File: src/rtl/tia_audio_if.sv
// Register-access bus for tia_audio: one-cycle strobe in, registered ack and read data out.
interface tia_audio_if #(
  parameter int ADDR_WIDTH = 5,
  parameter int DATA_WIDTH = 8
) ();
  logic                  stb_i;
  logic                  we_i;
  logic [ADDR_WIDTH-1:0] adr_i;
  logic [DATA_WIDTH-1:0] dat_i;
  logic [DATA_WIDTH-1:0] dat_o;
  logic                  ack_o;

  modport master (output stb_i, we_i, adr_i, dat_i, input dat_o, ack_o);
  modport slave  (input stb_i, we_i, adr_i, dat_i, output dat_o, ack_o);
endinterface

File: src/rtl/tia_audio.sv
// TIA-style sound generator: per-channel divider and polynomial counters,
// registered level/mix outputs and a PWM rendering of the mix.
module tia_audio #(
  parameter  int NUM_CH     = 2,
  parameter  int ADDR_WIDTH = 5,
  parameter  int DATA_WIDTH = 8,
  localparam int MIX_W      = $clog2(15*NUM_CH+1)
) (
  input  logic                clk_i,
  input  logic                rst_i,
  input  logic                enable_i,
  tia_audio_if.slave          bus,
  output logic [4*NUM_CH-1:0] level_o,
  output logic [MIX_W-1:0]    mix_o,
  output logic                pwm_o
);
  localparam int CH_W = ADDR_WIDTH - 2;

  logic [3:0] audc_q [NUM_CH], audc_d [NUM_CH];
  logic [4:0] audf_q [NUM_CH], audf_d [NUM_CH];
  logic [3:0] audv_q [NUM_CH], audv_d [NUM_CH];
  logic [4:0] div_q  [NUM_CH], div_d  [NUM_CH];
  logic [5:0] phase_q[NUM_CH], phase_d[NUM_CH];
  logic [3:0] p4_q   [NUM_CH], p4_d   [NUM_CH];
  logic [4:0] p5_q   [NUM_CH], p5_d   [NUM_CH];
  logic [8:0] p9_q   [NUM_CH], p9_d   [NUM_CH];
  logic       out_q  [NUM_CH], out_d  [NUM_CH];

  logic [4*NUM_CH-1:0]   level_q, level_d;
  logic [MIX_W-1:0]      mix_q, mix_d, cnt_q, cnt_d;
  logic                  pwm_q, pwm_d, ack_q, ack_d;
  logic [DATA_WIDTH-1:0] rdat_q, rdat_d, rdata;

  logic [CH_W-1:0] ch_sel;
  logic [1:0]      off_sel;
  logic            hit, wr, rd;
  logic            unused_dat;

  assign ch_sel     = bus.adr_i[ADDR_WIDTH-1:2];
  assign off_sel    = bus.adr_i[1:0];
  assign hit        = (int'(ch_sel) < NUM_CH) && (off_sel != 2'd3);
  assign wr         = bus.stb_i && bus.we_i && hit;
  assign rd         = bus.stb_i && !bus.we_i;
  assign unused_dat = ^bus.dat_i[DATA_WIDTH-1:5];

  function automatic logic [3:0] step4(input logic [3:0] p);
    return {p[2:0], p[3] ^ p[2]};
  endfunction
  function automatic logic [4:0] step5(input logic [4:0] p);
    return {p[3:0], p[4] ^ p[2]};
  endfunction
  function automatic logic [8:0] step9(input logic [8:0] p);
    return {p[7:0], p[8] ^ p[4]};
  endfunction

  always_comb begin
    rdata = '0;
    for (int c = 0; c < NUM_CH; c++) begin
      if (hit && ch_sel == CH_W'(c)) begin
        case (off_sel)
          2'd0:    rdata = DATA_WIDTH'(audc_q[c]);
          2'd1:    rdata = DATA_WIDTH'(audf_q[c]);
          2'd2:    rdata = DATA_WIDTH'(audv_q[c]);
          default: rdata = '0;
        endcase
      end
    end
  end

  always_comb begin
    logic       tick, wrap;
    logic [5:0] ph_max, ph_next;
    level_d = '0;
    mix_d   = '0;
    for (int c = 0; c < NUM_CH; c++) begin
      // NOTE: every next-state value starts from its current value, so no path can infer a latch.
      audc_d[c]  = audc_q[c];
      audf_d[c]  = audf_q[c];
      audv_d[c]  = audv_q[c];
      div_d[c]   = div_q[c];
      phase_d[c] = phase_q[c];
      p4_d[c]    = p4_q[c];
      p5_d[c]    = p5_q[c];
      p9_d[c]    = p9_q[c];
      out_d[c]   = out_q[c];
      tick       = 1'b0;

      if (enable_i) begin
        if (div_q[c] >= audf_q[c]) begin
          div_d[c] = '0;
          tick     = 1'b1;
        end else begin
          div_d[c] = div_q[c] + 5'd1;
        end
      end

      // Phase modulus for the phase-counting modes: 15, 46, otherwise 3.
      case (audc_q[c])
        4'd2, 4'd6, 4'd10: ph_max = 6'd14;
        4'd14:             ph_max = 6'd45;
        default:           ph_max = 6'd2;
      endcase
      wrap    = phase_q[c] >= ph_max;
      ph_next = wrap ? 6'd0 : phase_q[c] + 6'd1;

      if (tick) begin
        case (audc_q[c])
          4'd0, 4'd11: out_d[c] = 1'b1;
          4'd1: begin
            p4_d[c]  = step4(p4_q[c]);
            out_d[c] = p4_d[c][3];
          end
          4'd2: begin
            phase_d[c] = ph_next;
            if (wrap) p4_d[c] = step4(p4_q[c]);
            out_d[c] = p4_d[c][3];
          end
          4'd3: begin
            p5_d[c] = step5(p5_q[c]);
            if (p5_d[c][4]) p4_d[c] = step4(p4_q[c]);
            out_d[c] = p4_d[c][3];
          end
          4'd4, 4'd5: out_d[c] = !out_q[c];
          4'd7, 4'd9: begin
            p5_d[c]  = step5(p5_q[c]);
            out_d[c] = p5_d[c][4];
          end
          4'd8: begin
            p9_d[c]  = step9(p9_q[c]);
            out_d[c] = p9_d[c][8];
          end
          4'd15: begin
            phase_d[c] = ph_next;
            if (wrap) begin
              p5_d[c]  = step5(p5_q[c]);
              out_d[c] = p5_d[c][4];
            end
          end
          default: begin
            phase_d[c] = ph_next;
            if (wrap) out_d[c] = !out_q[c];
          end
        endcase
      end

      // Register writes win over the tick for div/phase; the tick itself saw the old values.
      if (wr && ch_sel == CH_W'(c)) begin
        case (off_sel)
          2'd0: begin
            audc_d[c]  = bus.dat_i[3:0];
            div_d[c]   = '0;
            phase_d[c] = '0;
          end
          2'd1:    audf_d[c] = bus.dat_i[4:0];
          2'd2:    audv_d[c] = bus.dat_i[3:0];
          default: ;
        endcase
      end

      level_d[4*c +: 4] = out_q[c] ? audv_q[c] : 4'd0;
      mix_d             = mix_d + MIX_W'(level_q[4*c +: 4]);
    end
  end

  assign cnt_d  = (cnt_q == MIX_W'(15*NUM_CH-1)) ? '0 : cnt_q + 1'b1;
  assign pwm_d  = cnt_q < mix_q;
  assign ack_d  = bus.stb_i;
  assign rdat_d = rd ? rdata : rdat_q;

  always_ff @(posedge clk_i) begin
    if (rst_i) begin
      for (int c = 0; c < NUM_CH; c++) begin
        audc_q[c]  <= '0;
        audf_q[c]  <= '0;
        audv_q[c]  <= '0;
        div_q[c]   <= '0;
        phase_q[c] <= '0;
        p4_q[c]    <= 4'hF;
        p5_q[c]    <= 5'h1F;
        p9_q[c]    <= 9'h1FF;
        out_q[c]   <= 1'b0;
      end
      level_q <= '0;
      mix_q   <= '0;
      cnt_q   <= '0;
      pwm_q   <= 1'b0;
      ack_q   <= 1'b0;
      rdat_q  <= '0;
    end else begin
      for (int c = 0; c < NUM_CH; c++) begin
        audc_q[c]  <= audc_d[c];
        audf_q[c]  <= audf_d[c];
        audv_q[c]  <= audv_d[c];
        div_q[c]   <= div_d[c];
        phase_q[c] <= phase_d[c];
        p4_q[c]    <= p4_d[c];
        p5_q[c]    <= p5_d[c];
        p9_q[c]    <= p9_d[c];
        out_q[c]   <= out_d[c];
      end
      level_q <= level_d;
      mix_q   <= mix_d;
      cnt_q   <= cnt_d;
      pwm_q   <= pwm_d;
      ack_q   <= ack_d;
      rdat_q  <= rdat_d;
    end
  end

  assign level_o    = level_q;
  assign mix_o      = mix_q;
  assign pwm_o      = pwm_q;
  assign bus.ack_o  = ack_q;
  assign bus.dat_o  = rdat_q;
endmodule

File: src/flat_wrapper.sv
// flat-port wrapper written by rule: the top's interface ports become plain ports
module tia_audio_flat 
#(
  parameter  int NUM_CH     = 2,
  parameter  int ADDR_WIDTH = 5,
  parameter  int DATA_WIDTH = 8,
  localparam int MIX_W      = $clog2(15*NUM_CH+1)
)
  (clk_i, rst_i, enable_i, level_o, mix_o, pwm_o, bus_stb_i, bus_we_i, bus_adr_i, bus_dat_i, bus_dat_o, bus_ack_o);
  tia_audio_if #(.ADDR_WIDTH(ADDR_WIDTH), .DATA_WIDTH(DATA_WIDTH)) bus_i ();
  input  logic clk_i;
  input  logic rst_i;
  input  logic enable_i;
  output logic [4*NUM_CH-1:0] level_o;
  output logic [MIX_W-1:0] mix_o;
  output logic pwm_o;
  input wire logic [$bits(bus_i.stb_i)-1:0] bus_stb_i;
  input wire logic [$bits(bus_i.we_i)-1:0] bus_we_i;
  input wire logic [$bits(bus_i.adr_i)-1:0] bus_adr_i;
  input wire logic [$bits(bus_i.dat_i)-1:0] bus_dat_i;
  output wire logic [$bits(bus_i.dat_o)-1:0] bus_dat_o;
  output wire logic [$bits(bus_i.ack_o)-1:0] bus_ack_o;
  assign bus_i.stb_i = bus_stb_i;
  assign bus_i.we_i = bus_we_i;
  assign bus_i.adr_i = bus_adr_i;
  assign bus_i.dat_i = bus_dat_i;
  assign bus_dat_o = bus_i.dat_o;
  assign bus_ack_o = bus_i.ack_o;
  tia_audio #(.NUM_CH(NUM_CH), .ADDR_WIDTH(ADDR_WIDTH), .DATA_WIDTH(DATA_WIDTH)) u_core (.clk_i(clk_i), .rst_i(rst_i), .enable_i(enable_i), .bus(bus_i), .level_o(level_o), .mix_o(mix_o), .pwm_o(pwm_o));
endmodule
File: config.mk
export PLATFORM = sky130hd
export DESIGN_NAME = tia_audio_flat
export DESIGN_NICKNAME = d
export VERILOG_FILES = /design/src/rtl/tia_audio_if.sv /design/src/rtl/tia_audio.sv /design/src/flat_wrapper.sv
export SDC_FILE = /design/constraint.sdc
export NUM_CORES = 1
export LEC_CHECK = 0
export ABC_AREA = 1
export BUFFER_PORTS_ARGS = -buffer_cell sky130_fd_sc_hd__buf_2
export CORE_MARGIN = 5
export CORE_UTILIZATION = 60
export CTS_BUF_LIST = sky130_fd_sc_hd__clkbuf_8
export DETAILED_ROUTE_END_ITERATION = 8
export PLACE_DENSITY = 0.79
export SLEW_MARGIN = 20
export SYNTH_ARGS = -nofsm -noshare
export SYNTH_HDL_FRONTEND = slang
export SYNTH_SLANG_ARGS = --single-unit
File: constraint.sdc
create_clock -name clk_i -period 2.5 [get_ports clk_i]
set_input_delay 0 -clock clk_i [delete_from_list [all_inputs] [get_ports clk_i]]
set_output_delay 0 -clock clk_i [all_outputs]
set_load 0.05 [all_outputs]
==> results of run 1 <==
routing by layer:
metal  up-vias  global-route usage
met5         -                   0
met4         0              0.0749
met3        31              0.0401
met2       116               0.426
met1      2343               0.273
li1       2583                   -
worst paths after layout:
path	startpoint	to	slack [ns]
worst max-delay path	u_core.audc_q[0][4]	u_core.p5_q[0][8]	0.26
worst min-delay path	bus_adr_i[3]	u_core.bus.dat_o[4]	0.01
worst max register to register	u_core.audc_q[0][4]	u_core.p5_q[0][8]	0.26
worst min register to register	u_core.p9_q[0][12]	u_core.p9_q[0][13]	0.47
stage by stage:
stage / hold slack [ns] / instances
after floorplan: 0.135 / 771
after global placement: 0.297 / 904
after detailed placement: 0.303 / 904
after CTS: 0.000735 / 925
after global routing: 0.0113 / 925
final: 0.00959 / 925
logic make-up (layout without fill, tap and decap cells):
family | Yosys count | in the layout | share of synthesized area
adder cells (fa/ha/maj) | 33 | 33 | 0.0752
other | 1 | 3 | 0.000670
AO/OA/AOI/OAI | 132 | 132 | 0.137
flip-flops | 111 | 111 | 0.397
buffers and inverters | 140 | 183 | 0.0973
XOR/XNOR | 16 | 16 | 0.0251
AND/OR/NAND/NOR | 336 | 336 | 0.267
registers in the layout, indices dropped and copies added (netlist names), 5 cells and up:
name              cells
u_core.p4_q           8
u_core.level_o        8
u_core.audc_q         8
u_core.p9_q          18
u_core.phase_q       12
u_core.cnt_q          5
u_core.p5_q          10
u_core.audf_q        10
u_core.audv_q         8
u_core.mix_o          5
u_core.bus.dat_o      5
u_core.div_q         10
worst max-delay path, stage by stage (launching register included):
cell and delay (ns):
dfxtp_1 0.45, nor2_1 0.08, inv_1 0.17, nor2_1 0.09, ha_1 0.28, o21ai_0 0.18
nand2_1 0.08, nand3_1 0.07, nand3_1 0.20, nand2_1 0.15, nand4_2 0.16, nand2_2 0.16
nand2_1 0.06, nand3_1 0.07
placed cells by master, fill, tap and decap left out, types with 2 or more instances in the layout:
| cell | count |
|---|---|
| o221ai_1 | 2 |
| inv_1 | 117 |
| nand3b_1 | 3 |
| a21oi_4 | 2 |
| o2111ai_1 | 4 |
| dlygate4sd3_1 | 5 |
| buf_2 | 34 |
| xnor2_1 | 5 |
| dfxtp_1 | 110 |
| nand3_4 | 2 |
| o22ai_1 | 5 |
| a21oi_1 | 50 |
| conb_1 | 3 |
| nor2_1 | 81 |
| nand2_2 | 6 |
| ha_1 | 32 |
| a211oi_1 | 2 |
| o21ai_2 | 2 |
| clkbuf_8 | 10 |
| o21bai_1 | 2 |
| nor3_1 | 9 |
| o211ai_1 | 8 |
| nand3_1 | 55 |
| o21ai_0 | 49 |
| buf_4 | 2 |
| clkinv_4 | 2 |
| nand3_2 | 4 |
| nor4_1 | 3 |
| xor2_1 | 11 |
| nand4_1 | 17 |
| nand2_1 | 151 |
| inv_6 | 2 |
| inv_2 | 8 |
power by group through the flow:
stage	logic (mW)	clock network, mW	registers, mW
finish	0.206	1.05	1.80
global route	0.229	1.14	1.80
CTS	0.204	1.06	1.80
detailed placement	0.196	0	1.84
global placement	0.190	0	1.84
floorplan	0.124	0	1.85
area by class of cell:
type / count / area, um^2
clock buffer: 10 / 138
tap: 111 / 139
inverter: 125 / 469
timing repair buffer: 42 / 255
sequential: 111 / 2220
fill: 787 / 3040
multi-input combinational: 520 / 2840
clock inverter: 6 / 51.3
timing repair:
| item | 4_1_cts | 5_1_grt |
|---|---|---|
| hold buffers | 5 | 0 |
| hold endpoints to repair | 11 | 0 |
| setup buffers | 0 | 0 |
| resized for setup | 0 | 3 |
| setup endpoints to repair | 0 | 9 |
==> metrics.md, run 1 <==
| Metric | Value |
|---|---|
| Routed wire length | `12.6 mm` |
| Vias in the first global route | `4,978` |
| Final GP Congestion | `0.863` |
| Clk pwr share | `0.345` |
| Hold depth | `4` |
| Place WS | `0.228 ns` |
| Deepest clock path buffer count | `2` |
| Starting Density | `0.611` |
| Via density | `5.48` |
| Mapped Area | `0.00559 mm^2` |
| Flop pwr share | `0.588` |
| Die height | `107 um` |
| Top-area cell type share of the netlist area | `0.397` |
| FMAX | `446 MHz` |
| Commonest cells post-synth | `nand2_1, inv_1, dfxtp_1` |
| Std cell rows | `35` |
| Power Internal | `2.25 mW` |
| Most common cell in the netlist | `nand2_1` |
| Cell area after layout | `0.00612 mm^2` |
| Core Area | `0.00915 mm^2` |
| Htree depth | `3` |
| Yosys cell types | `42` |
| Total power | `3.06 mW` |
| Top cells by area, synth | `dfxtp_1, nand2_1, inv_1, ha_1, nor2_1` |
| RSZ-0062 raised after global routing | `false` |
| DIE AREA | `0.0114 mm^2` |
| Antenna-violating nets left | `0` |
| I/O pin count | `41` |
| DP Area | `0.00587 mm^2` |
| PwrDens | `500 mW/mm^2` |
| Primary FF master, synth | `dfxtp_1` |
| Final Hold Vio Count | `0` |
| Worst ir drop on vdd | `0.267 mV` |
| TritonCTS clock tree | `done` |
| Post-Syn Area per Cell | `7.27 um^2` |
| Max-slew headroom | `0.558` |
| Initial antenna violation count | `0` |
| DIE WIDTH | `107 um` |
| DRC Markers | `0` |
| Worst-path fanout max | `6` |
| Syn. warnings | `0` |
| Top sig layer | `met4` |
| Startpoint types | `register` |
| P_sw | `0.808 mW` |
| P_leak | `2.80 nW` |
| Later-pin clock latency in the skew report | `0.39 ns` |
| # setup viols final | `0` |
| Crit Path Class | `register to register` |
| Routed wire per std cell | `13.6 um` |
| Post-synthesis sequential area ratio | `0.397` |
| Fin crit share | `0.897` |
| #FFs+latches synth | `111` |
| Final min period | `2.24 ns` |
| Area Overhead vs Synth | `9.35%` |
| Required @ worst endpoint | `2.82 ns` |
| Root buf cell | `clkbuf_8` |
| Vias | `5,073` |
| CP arrival | `2.56 ns` |
| Placed wire-length estimate | `9.44 mm` |
| Outcome | `complete, no violations` |
| Hold Crit Class | `primary input to register` |
| CTS sink cnt | `111` |
| Met1 WL | `5.58 mm` |
| Comb power frac | `0.067` |
| GRT Total Usage | `0.232` |
| Post-Syn Instances | `769` |
| Register-to-Register Path Depth | `13` |
| Max Slew Vio Count | `0` |
| First-pass DRT Iterations | `5` |
| EDFF count, synth | `0` |
| Ant. Diodes | `0` |
| Clock slew at reported path FFs | `0.12 ns` |
| Nets@finish | `860` |
| Grt ovf | `0` |
| Worst-Margin Slew | `0.662 ns` |
| Max-cap violations | `0` |
| Wire length on met2 | `6.25 mm` |
| Async SR Flop Fraction | `0` |
| First DRT Iteration DRCs | `261` |
| Yosys top cell by area | `dfxtp_1` |
| Largest net degree at the start of global routing | `32` |
| Sw Ratio | `0.264` |
| Final core occ | `0.668` |
| Port bufs | `34` |
| Sum Neg Setup Slack | `0 ns` |
| CP Capture Type | `register` |
| Global-route wire length before repair | `21.8 mm` |
| Share of cells above drive strength 1 | `0.102` |
| Setup ws final | `0.258 ns` |
| Clk_skew | `0.0201 ns` |
| Num CTS Buffers | `9` |
| Wire length on met3 | `508 um` |
Power figures use the tool's default switching activity.
==> inputs of run 2 (changes only) <==
--- a/config.mk
+++ b/config.mk
@@ -6,12 +6,13 @@
 export NUM_CORES = 1
 export LEC_CHECK = 0
 export ABC_AREA = 1
+export ABC_CLOCK_PERIOD_IN_PS = 2500
 export BUFFER_PORTS_ARGS = -buffer_cell sky130_fd_sc_hd__buf_2
 export CORE_MARGIN = 5
-export CORE_UTILIZATION = 60
+export CORE_UTILIZATION = 46
 export CTS_BUF_LIST = sky130_fd_sc_hd__clkbuf_8
 export DETAILED_ROUTE_END_ITERATION = 8
-export PLACE_DENSITY = 0.79
+export PLACE_DENSITY = 0.64
 export SLEW_MARGIN = 20
 export SYNTH_ARGS = -nofsm -noshare
 export SYNTH_HDL_FRONTEND = slang
==> metrics.md, run 2 (synthesized netlist as in run 1, its figures left out) <==
| Metric | Value |
|---|---|
| Outcome | `complete, no violations` |
| CP Capture Type | `register` |
| Final min period | `2.18 ns (-0.0660 ns)` |
| DIE WIDTH | `120 um (+13%)` |
| FMAX | `460 MHz (+3.0%)` |
| Sum Neg Setup Slack | `0 ns (unchanged)` |
| Worst Setup SP | `u_core.audc_q[0][4]` |
| Vias | `5,018 (-1.1%)` |
| Worst-path fanout max | `6 (unchanged)` |
| Hold Crit Class | `primary input to register` |
| Global-route wire length before repair | `22.3 mm (+2.2%)` |
| Htree depth | `3 (unchanged)` |
| Place WS | `0.206 ns (-0.0222 ns)` |
| CP arrival | `2.42 ns (-0.14 ns)` |
| TritonCTS clock tree | `done` |
| Comb power frac | `0.069 (+0.002)` |
| Startpoint types | `register` |
| Filler cells | `1,198 (+52%)` |
| Post-CTS setup buffers | `0 (unchanged)` |
| Die height | `120 um (+13%)` |
| P_sw | `0.754 mW (-6.6%)` |
| Wire length on met2 | `6.19 mm (-0.88%)` |
| Max reg flops | `18 (unchanged)` |
| Hold path start | `enable_i` |
| Clk pwr share | `0.341 (-0.004)` |
| Reg with most FFs | `u_core.p9_q` |
| Worst R2R Start | `u_core.audc_q[0][4]` |
| GRT Total Usage | `0.188 (-0.0441)` |
| Crit-path cells | `nor2_1 > inv_1 > nor2_1 > ha_1 > o21ai_0 > nand2_1 > nand3_1 > nand3_2 > o21ai_2 > nor2_1 > inv_1 > nand2_1 > nand3_1` |
| Max incr delay on CP | `0.45 ns (about the same)` |
| Flop pwr share | `0.590 (+0.002)` |
| P_leak | `2.83 nW (+1.1%)` |
| Fin crit share | `0.870 (-0.0264)` |
| Vias in the first global route | `4,878 (-2.0%)` |
| First-pass DRT Iterations | `5 (unchanged)` |
| RSZ-0062 raised after global routing | `false` |
| Max-cap violations | `0 (unchanged)` |
| PwrDens | `491 mW/mm^2 (-1.7%)` |
| CTS sink cnt | `111 (unchanged)` |
| Routed wire length | `12.9 mm (+2.3%)` |
| Num CTS Buffers | `9 (unchanged)` |
| Clock slew at reported path FFs | `0.10 ns (-0.02 ns)` |
| Top sig layer | `met4` |
| Later-pin clock latency in the skew report | `0.38 ns (about the same)` |
| DRC Markers | `0 (unchanged)` |
| Power Internal | `2.29 mW (+2.0%)` |
| Final GP Congestion | `0.875 (+1.5%)` |
| Starting Density | `0.468 (-0.143)` |
| Via density | `5.19 (-5.3%)` |
| Setup ws final | `0.324 ns (+0.0660 ns)` |
| I/O pin count | `41 (unchanged)` |
| Root buf cell | `clkbuf_8` |
| Share of cells above drive strength 1 | `0.0989 (-0.00306)` |
| Most Frequent Cell on Critical Path | `nor2_1` |
| Wire length on met3 | `596 um (+17%)` |
| Met1 WL | `5.86 mm (+5.1%)` |
| Max Slew Vio Count | `0 (unchanged)` |
| Clk_skew | `0.0104 ns (-0.00970 ns)` |
| Core Area | `0.0120 mm^2 (+31%)` |
| Worst-Margin Slew | `0.558 ns (-0.104 ns)` |
| Crit-path slowest cell | `dfxtp_1` |
| Port bufs | `34 (unchanged)` |
| Initial antenna violation count | `0 (unchanged)` |
| # setup viols final | `0 (unchanged)` |
| Crit Path Class | `register to register` |
| Std cell rows | `40 (+14%)` |
| Regs by FF count | `u_core.p9_q x18, u_core.phase_q x12` |
| Deepest clock path buffer count | `2 (unchanged)` |
| Ant. Diodes | `0 (unchanged)` |
| DIE AREA | `0.0145 mm^2 (+27%)` |
| First DRT Iteration DRCs | `203 (-22%)` |
| Required @ worst endpoint | `2.75 ns (-0.07 ns)` |
| Routed wire per std cell | `13.3 um (-2.0%)` |
| Antenna-violating nets left | `0 (unchanged)` |
| Worst ir drop on vdd | `0.239 mV (-11%)` |
| Sw Ratio | `0.247 (-0.0168)` |
| Most frequent cells in the layout | `nand2_1, inv_1, dfxtp_1` |
| Placed wire-length estimate | `9.65 mm (+2.3%)` |
| Area Overhead vs Synth | `10.9%` |
| Largest net degree at the start of global routing | `51 (+59%)` |
| Final Hold Vio Count | `0 (unchanged)` |
| Nets@finish | `866 (+0.70%)` |
| Grt ovf | `0 (unchanged)` |
| Commonest non-fill, non-tap cell in the layout | `nand2_1` |
| Max-slew headroom | `0.627 (+0.0687)` |
run 2: changes by cell type in the layout (fill, tap and decap cells not counted), sizes merged:
| cell | before | now |
|---|---|---|
| dlygate4sd3 | 5 | 11 |
| clkinv | 3 | 2 |
| inv | 128 | 127 |
| clkbuf | 10 | 9 |
| bufinv | 0 | 1 |
| clkinvlp | 0 | 1 |
run 2: power groups by stage:
stage / Sequential [mW] / Clock, mW / Combinational [mW]
6_report: 1.80 / 1.04 / 0.211
5_1_grt: 1.80 / 1.17 / 0.235
4_1_cts: 1.80 / 1.09 / 0.209
3_5_place_dp: 1.84 / 0 / 0.196
3_3_place_gp: 1.84 / 0 / 0.192
2_1_floorplan: 1.85 / 0 / 0.124
run 2: per-stage QoR:
step	total power [mW]	cell area [um^2]	utilization	std cells	hold slack, ns
final	3.05	6200	0.519	966	0.0394
after global routing	3.20	6200	0.519	966	0.0296
after CTS	3.09	6190	0.518	966	0.00966
after detailed placement	2.03	5900	0.493	940	0.315
after global placement	2.03	5900	0.493	940	0.305
after floorplan	1.98	5600	-	771	0.135
run 2: metal layers:
metal,up-vias,global-route usage
met5,-,0
met4,0,0.0744
met3,16,0.0388
met2,105,0.326
met1,2308,0.227
li1,2589,-
run 2: repair_timing:
action | in CTS | in global routing
resized for setup | 0 | 4
hold buffers | 11 | 0
endpoints found under the setup margin | 0 | 11
hold endpoints to repair | 16 | 0
run 2: critical path, delay by kind of cell (launching register included):
| kind | cells | cell delay, ns |
|---|---|---|
| fa+ha+maj | 1 | 0.27 |
| simple gates | 8 | 0.85 |
| flops | 1 | 0.45 |
| buf+inv | 2 | 0.30 |
| compound gates | 2 | 0.16 |
run 2: area by class of cell:
| cell class | count | area [um^2] | area share |
|---|---|---|---|
| Tap cell | 147 | 184 | 0.0296 |
| Multi-Input combinational cell | 520 | 2850 | 0.459 |
| Clock buffer | 9 | 124 | 0.0200 |
| Timing Repair Buffer | 48 | 303 | 0.0488 |
| Clock inverter | 6 | 55.1 | 0.00887 |
| Inverter | 125 | 469 | 0.0756 |
| Sequential cell | 111 | 2220 | 0.358 |
run 2: path summary, 6_finish.rpt:
| path | to | slack, ns | cells after the start |
|---|---|---|---|
| setup / recovery | u_core.p4_q[0][6] | 0.32 | 13 |
| hold / removal | u_core.div_q[0][5] | 0.04 | 3 |
| setup reg to reg | u_core.p4_q[0][6] | 0.32 | 13 |
| hold reg to reg | u_core.p9_q[0][7] | 0.46 | 2 |
